[src/rtl/rf_wb_arbiter_pkg.sv]
`default_nettype none
// ============================================================================
// Module      : rf_wb_arbiter_pkg
// Description : Shared types for the register-file write path: register
//               address and data words, the regfile write triple, and the
//               buffered multi-cycle write entry.
// Revision    : 1.0 - initial release
// ============================================================================
package rf_wb_arbiter_pkg;

    localparam int CREG_NUM = 32;

    typedef logic [4:0]  creg_addr_t;
    typedef logic [31:0] word_t;

    // Regfile write interface triple
    typedef struct packed {
        logic       valid;
        creg_addr_t id;
        word_t      data;
    } rf_wr_t;

    // One buffered multi-cycle result
    typedef struct packed {
        creg_addr_t id;
        word_t      data;
    } wb_entry_t;

endpackage : rf_wb_arbiter_pkg
`default_nettype wire

[src/rtl/rf_wb_arbiter_wb_fifo.sv]
`default_nettype none
// ============================================================================
// Module      : rf_wb_arbiter_wb_fifo
// Description : DEPTH-entry synchronous FIFO of {id, data} results from the
//               multi-cycle unit. Exports a per-slot valid vector and the
//               slot ids so the parent can build the pending-register mask.
// Ports       : clk, resetn      - clock, asynchronous active-low reset
//               i_push/i_push_entry - write an entry (caller guarantees !full)
//               i_pop            - drop the head (caller guarantees !empty)
//               o_head           - current head entry
//               o_full/o_empty   - occupancy flags from the registered count
//               o_entry_valid    - slot i currently holds a live entry
//               o_entry_id       - destination id stored in slot i
// Revision    : 1.0 - initial release
// ============================================================================
module rf_wb_arbiter_wb_fifo
    import rf_wb_arbiter_pkg::*;
#(
    parameter int DEPTH = 2
) (
    input  logic                         clk,
    input  logic                         resetn,
    input  logic                         i_push,
    input  wb_entry_t                    i_push_entry,
    input  logic                         i_pop,
    output wb_entry_t                    o_head,
    output logic                         o_full,
    output logic                         o_empty,
    output logic       [DEPTH-1:0]       o_entry_valid,
    output creg_addr_t [DEPTH-1:0]       o_entry_id
);

    localparam int PW = (DEPTH > 1) ? $clog2(DEPTH) : 1;
    localparam logic [PW:0] c_depth = (PW+1)'(DEPTH);

    logic [PW-1:0]    r_wr_ptr;
    logic [PW-1:0]    r_rd_ptr;
    logic [PW:0]      r_count;
    logic [DEPTH-1:0] r_vld;
    wb_entry_t        r_mem [DEPTH];

    // Pointers are exactly log2(DEPTH) wide, so natural overflow wraps them.
    always_ff @(posedge clk or negedge resetn) begin
        if (!resetn) begin
            r_wr_ptr <= '0;
            r_rd_ptr <= '0;
            r_count  <= '0;
            r_vld    <= '0;
        end else begin
            if (i_pop) begin
                r_vld[r_rd_ptr] <= 1'b0;
                r_rd_ptr        <= r_rd_ptr + PW'(1);
            end
            if (i_push) begin
                r_vld[r_wr_ptr] <= 1'b1;
                r_wr_ptr        <= r_wr_ptr + PW'(1);
            end
            case ({i_push, i_pop})
                2'b10:   r_count <= r_count + (PW+1)'(1);
                2'b01:   r_count <= r_count - (PW+1)'(1);
                default: r_count <= r_count;
            endcase
        end
    end

    // Payload storage needs no reset; r_vld qualifies every slot.
    always_ff @(posedge clk) begin
        if (i_push) begin
            r_mem[r_wr_ptr] <= i_push_entry;
        end
    end

    assign o_head        = r_mem[r_rd_ptr];
    assign o_empty       = (r_count == '0);
    assign o_full        = (r_count == c_depth);
    assign o_entry_valid = r_vld;

    generate
        for (genvar gi = 0; gi < DEPTH; gi++) begin : g_entry_ids
            assign o_entry_id[gi] = r_mem[gi].id;
        end
    endgenerate

endmodule : rf_wb_arbiter_wb_fifo
`default_nettype wire

[src/rtl/rf_wb_arbiter.sv]
`default_nettype none
// ============================================================================
// Module      : rf_wb_arbiter
// Description : Shares the single regfile write port between the in-order
//               writeback (port A, fixed priority, registered stall) and the
//               multi-cycle unit (port B, valid/ready, FIFO buffered with
//               same-cycle bypass when the FIFO is empty). A starvation guard
//               stalls A for one cycle so a waiting B head always drains.
// Ports       : clk, resetn               - clock, async active-low reset
//               a_valid/a_id/a_data      - writeback request
//               a_stall                  - registered hold for the writeback
//               b_valid/b_id/b_data      - multi-cycle result
//               b_ready                  - FIFO not full
//               rf_valid/rf_id/rf_data   - regfile write triple
//               pending                  - regs with a buffered B write
// Revision    : 1.0 - initial release
// ============================================================================
module rf_wb_arbiter
    import rf_wb_arbiter_pkg::*;
#(
    parameter int DEPTH      = 2,
    parameter int STARVE_MAX = 4
) (
    input  logic                clk,
    input  logic                resetn,
    input  logic                a_valid,
    input  logic [4:0]          a_id,
    input  logic [31:0]         a_data,
    output logic                a_stall,
    input  logic                b_valid,
    input  logic [4:0]          b_id,
    input  logic [31:0]         b_data,
    output logic                b_ready,
    output logic                rf_valid,
    output logic [4:0]          rf_id,
    output logic [31:0]         rf_data,
    output logic [CREG_NUM-1:0] pending
);

    localparam int CW = (STARVE_MAX > 1) ? $clog2(STARVE_MAX) : 1;
    localparam logic [CW-1:0] c_starve_last = CW'(STARVE_MAX - 1);

    wb_entry_t              w_head;
    wb_entry_t              w_push_entry;
    logic                   w_fifo_full;
    logic                   w_fifo_empty;
    logic       [DEPTH-1:0] w_entry_valid;
    creg_addr_t [DEPTH-1:0] w_entry_id;

    logic    w_a_win;
    logic    w_pop;
    logic    w_bypass;
    logic    w_push;
    rf_wr_t  w_wr;

    logic          r_a_stall;
    logic [CW-1:0] r_starve;

    rf_wb_arbiter_wb_fifo #(
        .DEPTH (DEPTH)
    ) u_fifo (
        .clk           (clk),
        .resetn        (resetn),
        .i_push        (w_push),
        .i_push_entry  (w_push_entry),
        .i_pop         (w_pop),
        .o_head        (w_head),
        .o_full        (w_fifo_full),
        .o_empty       (w_fifo_empty),
        .o_entry_valid (w_entry_valid),
        .o_entry_id    (w_entry_id)
    );

    assign b_ready = ~w_fifo_full;
    assign a_stall = r_a_stall;

    // Write-port selection. Writes to r0 never claim the port; B results
    // for r0 are handshaken and silently dropped. resetn masks every source
    // so the port is idle while reset is held.
    always_comb begin
        w_a_win      = resetn & a_valid & ~r_a_stall & (a_id != '0);
        w_pop        = resetn & ~w_a_win & ~w_fifo_empty;
        w_bypass     = resetn & ~w_a_win & w_fifo_empty & b_valid & (b_id != '0);
        w_push       = b_valid & b_ready & (b_id != '0) & ~w_bypass;
        w_push_entry = '{id: b_id, data: b_data};

        w_wr = '0;
        if (w_a_win) begin
            w_wr = '{valid: 1'b1, id: a_id, data: a_data};
        end else if (w_pop) begin
            w_wr = '{valid: 1'b1, id: w_head.id, data: w_head.data};
        end else if (w_bypass) begin
            w_wr = '{valid: 1'b1, id: b_id, data: b_data};
        end
    end

    assign rf_valid = w_wr.valid;
    assign rf_id    = w_wr.id;
    assign rf_data  = w_wr.data;

    // Starvation guard: count consecutive cycles the B head loses to A.
    // On the last allowed loss, A is held off for exactly one cycle; that
    // cycle the head pops, which also clears the count. The count is
    // cleared at the trigger so it never needs a value past STARVE_MAX-1.
    always_ff @(posedge clk or negedge resetn) begin
        if (!resetn) begin
            r_a_stall <= 1'b0;
            r_starve  <= '0;
        end else begin
            r_a_stall <= 1'b0;
            if (w_fifo_empty || w_pop) begin
                r_starve <= '0;
            end else if (w_a_win) begin
                if (r_starve == c_starve_last) begin
                    r_a_stall <= 1'b1;
                    r_starve  <= '0;
                end else begin
                    r_starve <= r_starve + CW'(1);
                end
            end
        end
    end

    // Pending mask tracks live FIFO slots; duplicate ids keep the bit set
    // until the last copy drains.
    always_comb begin
        pending = '0;
        for (int i = 0; i < DEPTH; i++) begin
            if (w_entry_valid[i]) begin
                pending[w_entry_id[i]] = 1'b1;
            end
        end
    end

endmodule : rf_wb_arbiter
`default_nettype wire

[config.mk]
export PLATFORM = sky130hd
export DESIGN_NAME = rf_wb_arbiter
export DESIGN_NICKNAME = d
export VERILOG_FILES = /design/src/rtl/rf_wb_arbiter_pkg.sv /design/src/rtl/rf_wb_arbiter_wb_fifo.sv /design/src/rtl/rf_wb_arbiter.sv
export SDC_FILE = /design/constraint.sdc
export NUM_CORES = 1
export LEC_CHECK = 0
export ABC_AREA = 1
export BUFFER_PORTS_ARGS = -buffer_cell sky130_fd_sc_hd__clkbuf_2
export CORE_MARGIN = 5
export CORE_UTILIZATION = 40
export DETAILED_ROUTE_END_ITERATION = 16
export MAX_ROUTING_LAYER = met4
export PLACE_DENSITY = 0.67
export SYNTH_ARGS = -nofsm -noshare
export SYNTH_HDL_FRONTEND = slang
export SYNTH_SLANG_ARGS = --single-unit
[constraint.sdc]
create_clock -name clk -period 2.4 [get_ports clk]
set_input_delay 0.48 -clock clk [delete_from_list [all_inputs] [get_ports clk]]
set_output_delay 0.48 -clock clk [all_outputs]
set_load 0.03 [all_outputs]
==> results_dict.tcl <==
set metrics [dict create \
    status "finished, final reports clean" \
    synth.distinct_cells 23 \
    rows 38 \
    die_x_microns 116 \
    ant_nets 0 \
    yosysWarningCount 0 \
    root_buffer "clkbuf_8" \
    r2r-start "a_stall" \
    fmax_ghz 0.437 \
    first_iter_violations 390 \
    drv_cap 0 \
    syn_to_final_growth_pct 27.4 \
    clock_skew_ns 0.00915 \
    die-area_sq_um 13400 \
    critPathCaptureType "primary output" \
    min_period_ns 2.29 \
    crit_arrival_ns 1.81 \
    grt_pass1_wl_microns 20000 \
    boundaryPins 150 \
    gp_congestion 0.874 \
    synth_cells 520 \
    grt_pass1_vias 4141 \
    postLayoutCoreUtil_pct 52.4 \
    regToRegSetupSlack_ns 0.51 \
    avgViaCountPerCell 5.15 \
    yosysSeqAreaShare_pct 54.6 \
    layout_commonest_cell "nand2_1" \
    synth_area_leaders "edfxtp_1, nand2_1, nand3_1" \
    grt_use_total_pct 19.5 \
    ir_drop_v 0.000546 \
    routed_wirelength_microns 12500 \
    core_area_sq_um 10900 \
    port_buffers 149 \
    synth_top_area_share_pct 49.6 \
    slew_viol_final 0 \
    leakage_uw 0.00264 \
    grt_start_max_net_pins 34 \
    crit_required_ns 1.92 \
    post-place-ws_ns 0.132 \
    dr_total_vias 4241 \
    clkPwrFrac_pct 18.4 \
    syn_area_sq_um 4480 \
    synth_area_per_cell_sq_um 8.62 \
    setup_viol 0 \
    endpoint "rf_data[16]" \
    slew_headroom_pct 65.7 \
    cts_buffers 9 \
    clock_sinks 83 \
    path_max_fanout 23 \
    switching_share_pct 42.0 \
    clkLatencyLatePin_ns 0.34 \
    timing.critical_path.from "u_fifo.r_count[0]" \
    mostFrequentLayoutCells "nand2_1, clkbuf_2, nand3_1, edfxtp_1, o21ai_0" \
    fin_ws_ns 0.112 \
    cellPowerDensity_nw_per_um2 1010 \
    r2r_cells 9 \
    synth_top_area_cell "edfxtp_1" \
    dpl.hpwl_microns 9230 \
    routedWlPerCell_microns 15.2 \
    final_nets 759 \
    antenna_found_initial 0 \
    post-route-drc-count 0 \
    p_seq_share_pct 37.1 \
    critPathKind "reg2out" \
    hold_path.class "in2async" \
    switching_power_uw 2420 \
    start_util_pct 41.2 \
    max_slew.worst_pin.slew_ns 0.510 \
    synth_fp_nets 600 \
    firstDrtPassIters 5 \
    cts_buffer_depth 2 \
    p_int_uw 3340 \
    ys_ff_latch 83 \
    power_frac_comb_pct 44.5 \
    hold_viol 0 \
    cp-start-kind "flop" \
    finalCritPeriodShare_pct 95.4 \
    diodes 0 \
    r2r-end "u_fifo.r_count[1]" \
    grt_overflow 0 \
    cts_tree "built" \
    clkSlewWorstSetupHoldPaths_ns 0.08 \
    n_fill_cell 1000 \
    cts_max_level 3 \
    drive_gt1_share_pct 28.9 \
    die_h_microns 116 \
]
==> what timing repair did <==
action | in CTS | in global routing
setup buffers | 0 | 2
setup endpoints to repair | 0 | 32
hold endpoints to repair | 1 | 0
hold buffers | 1 | 0
resized for setup | 0 | 15
==> critical path: stages, from the launching register on <==
cell	delay, ns
dfrtp_2	0.45
nor2_4	0.21
nand3_2	0.13
clkinv_4	0.11
buf_12	0.16
nand3_1	0.10
nand3_1	0.09
clkbuf_2	0.20
==> flip-flops by register name, indices dropped and copies added, names as in the netlist <==
register,flops
a_stall,1
r_starve,2
u_fifo.o_entry_valid,2
u_fifo.r_count,2
u_fifo.r_mem,74
u_fifo.r_rd_ptr,1
u_fifo.r_wr_ptr,1
==> synthesized netlist by cell type (all sizes together) <==
cell / n
a21boi: 1
nor3: 11
clkbuf: 3
buf: 21
o21ai: 39
xnor2: 2
nand2: 227
nand3: 95
o21bai: 1
edfxtp: 74
a21oi: 2
clkinv: 1
ha: 2
nor2: 9
dfrtp: 9
inv: 23
==> metrics by stage <==
stage                     TNS (ns)  instance area [sq um]  hold slack, ns  instances  total power (uW)
final                            0                   5710           0.120        824              5760
after floorplan                  0                   4480           0.184        520              3860
after global routing      -0.00233                   5710           0.138        824              6150
after CTS                        0                   5680           0.110        822              5780
after detailed placement         0                   5460           0.290        805              4720
after global placement           0                   5460           0.292        805              4640
==> power groups by stage <==
stage | Sequential, uW | Combinational (uW) | Clock, uW
6_report | 2140 | 2560 | 1060
5_1_grt | 2180 | 2840 | 1130
4_1_cts | 2140 | 2560 | 1080
3_5_place_dp | 2170 | 2550 | 0
3_3_place_gp | 2150 | 2490 | 0
2_1_floorplan | 2110 | 1740 | 0
==> per-layer routing <==
metal | track usage [%] | wire length (microns)
met5 | - | 0
met2 | 31.7 | 5850
met4 | 6.65 | 265
met1 | 24.9 | 5410
met3 | 3.08 | 994
==> final cells by class <==
type	count	area [sq um]	area share [%]
flip-flops and latches	83	2450	42.9
clock buffers	13	139	2.43
multi-input cells	389	1750	30.7
repair buffers	172	1030	18.1
inverters	24	96.3	1.69
well taps	140	175	3.07
clock inverters	3	65.1	1.14
==> cells by family after synthesis <==
family                   count (synthesis)  synth area share, %
flip-flops                              83                 54.6
buffers and inverters                   48                 6.45
adder cells (fa/ha/maj)                  2                0.558
AND/OR/NAND/NOR                        342                 33.0
AO/OA/AOI/OAI                           43                 5.00
XOR/XNOR                                 2                0.391
==> how the worst min path moves through the flow <==
| stage | end | depth (start not counted) |
|---|---|---|
| 2_1_floorplan | a_stall | 0 |
| 3_3_place_gp | u_fifo.r_rd_ptr | 1 |
| 3_5_place_dp | u_fifo.r_rd_ptr | 1 |
| 4_1_cts | r_starve[0] | 2 |
| 5_1_grt | u_fifo.r_count[1] | 2 |
| 6_report | r_starve[0] | 2 |
No activity file was read; power rests on OpenSTA's default activity.
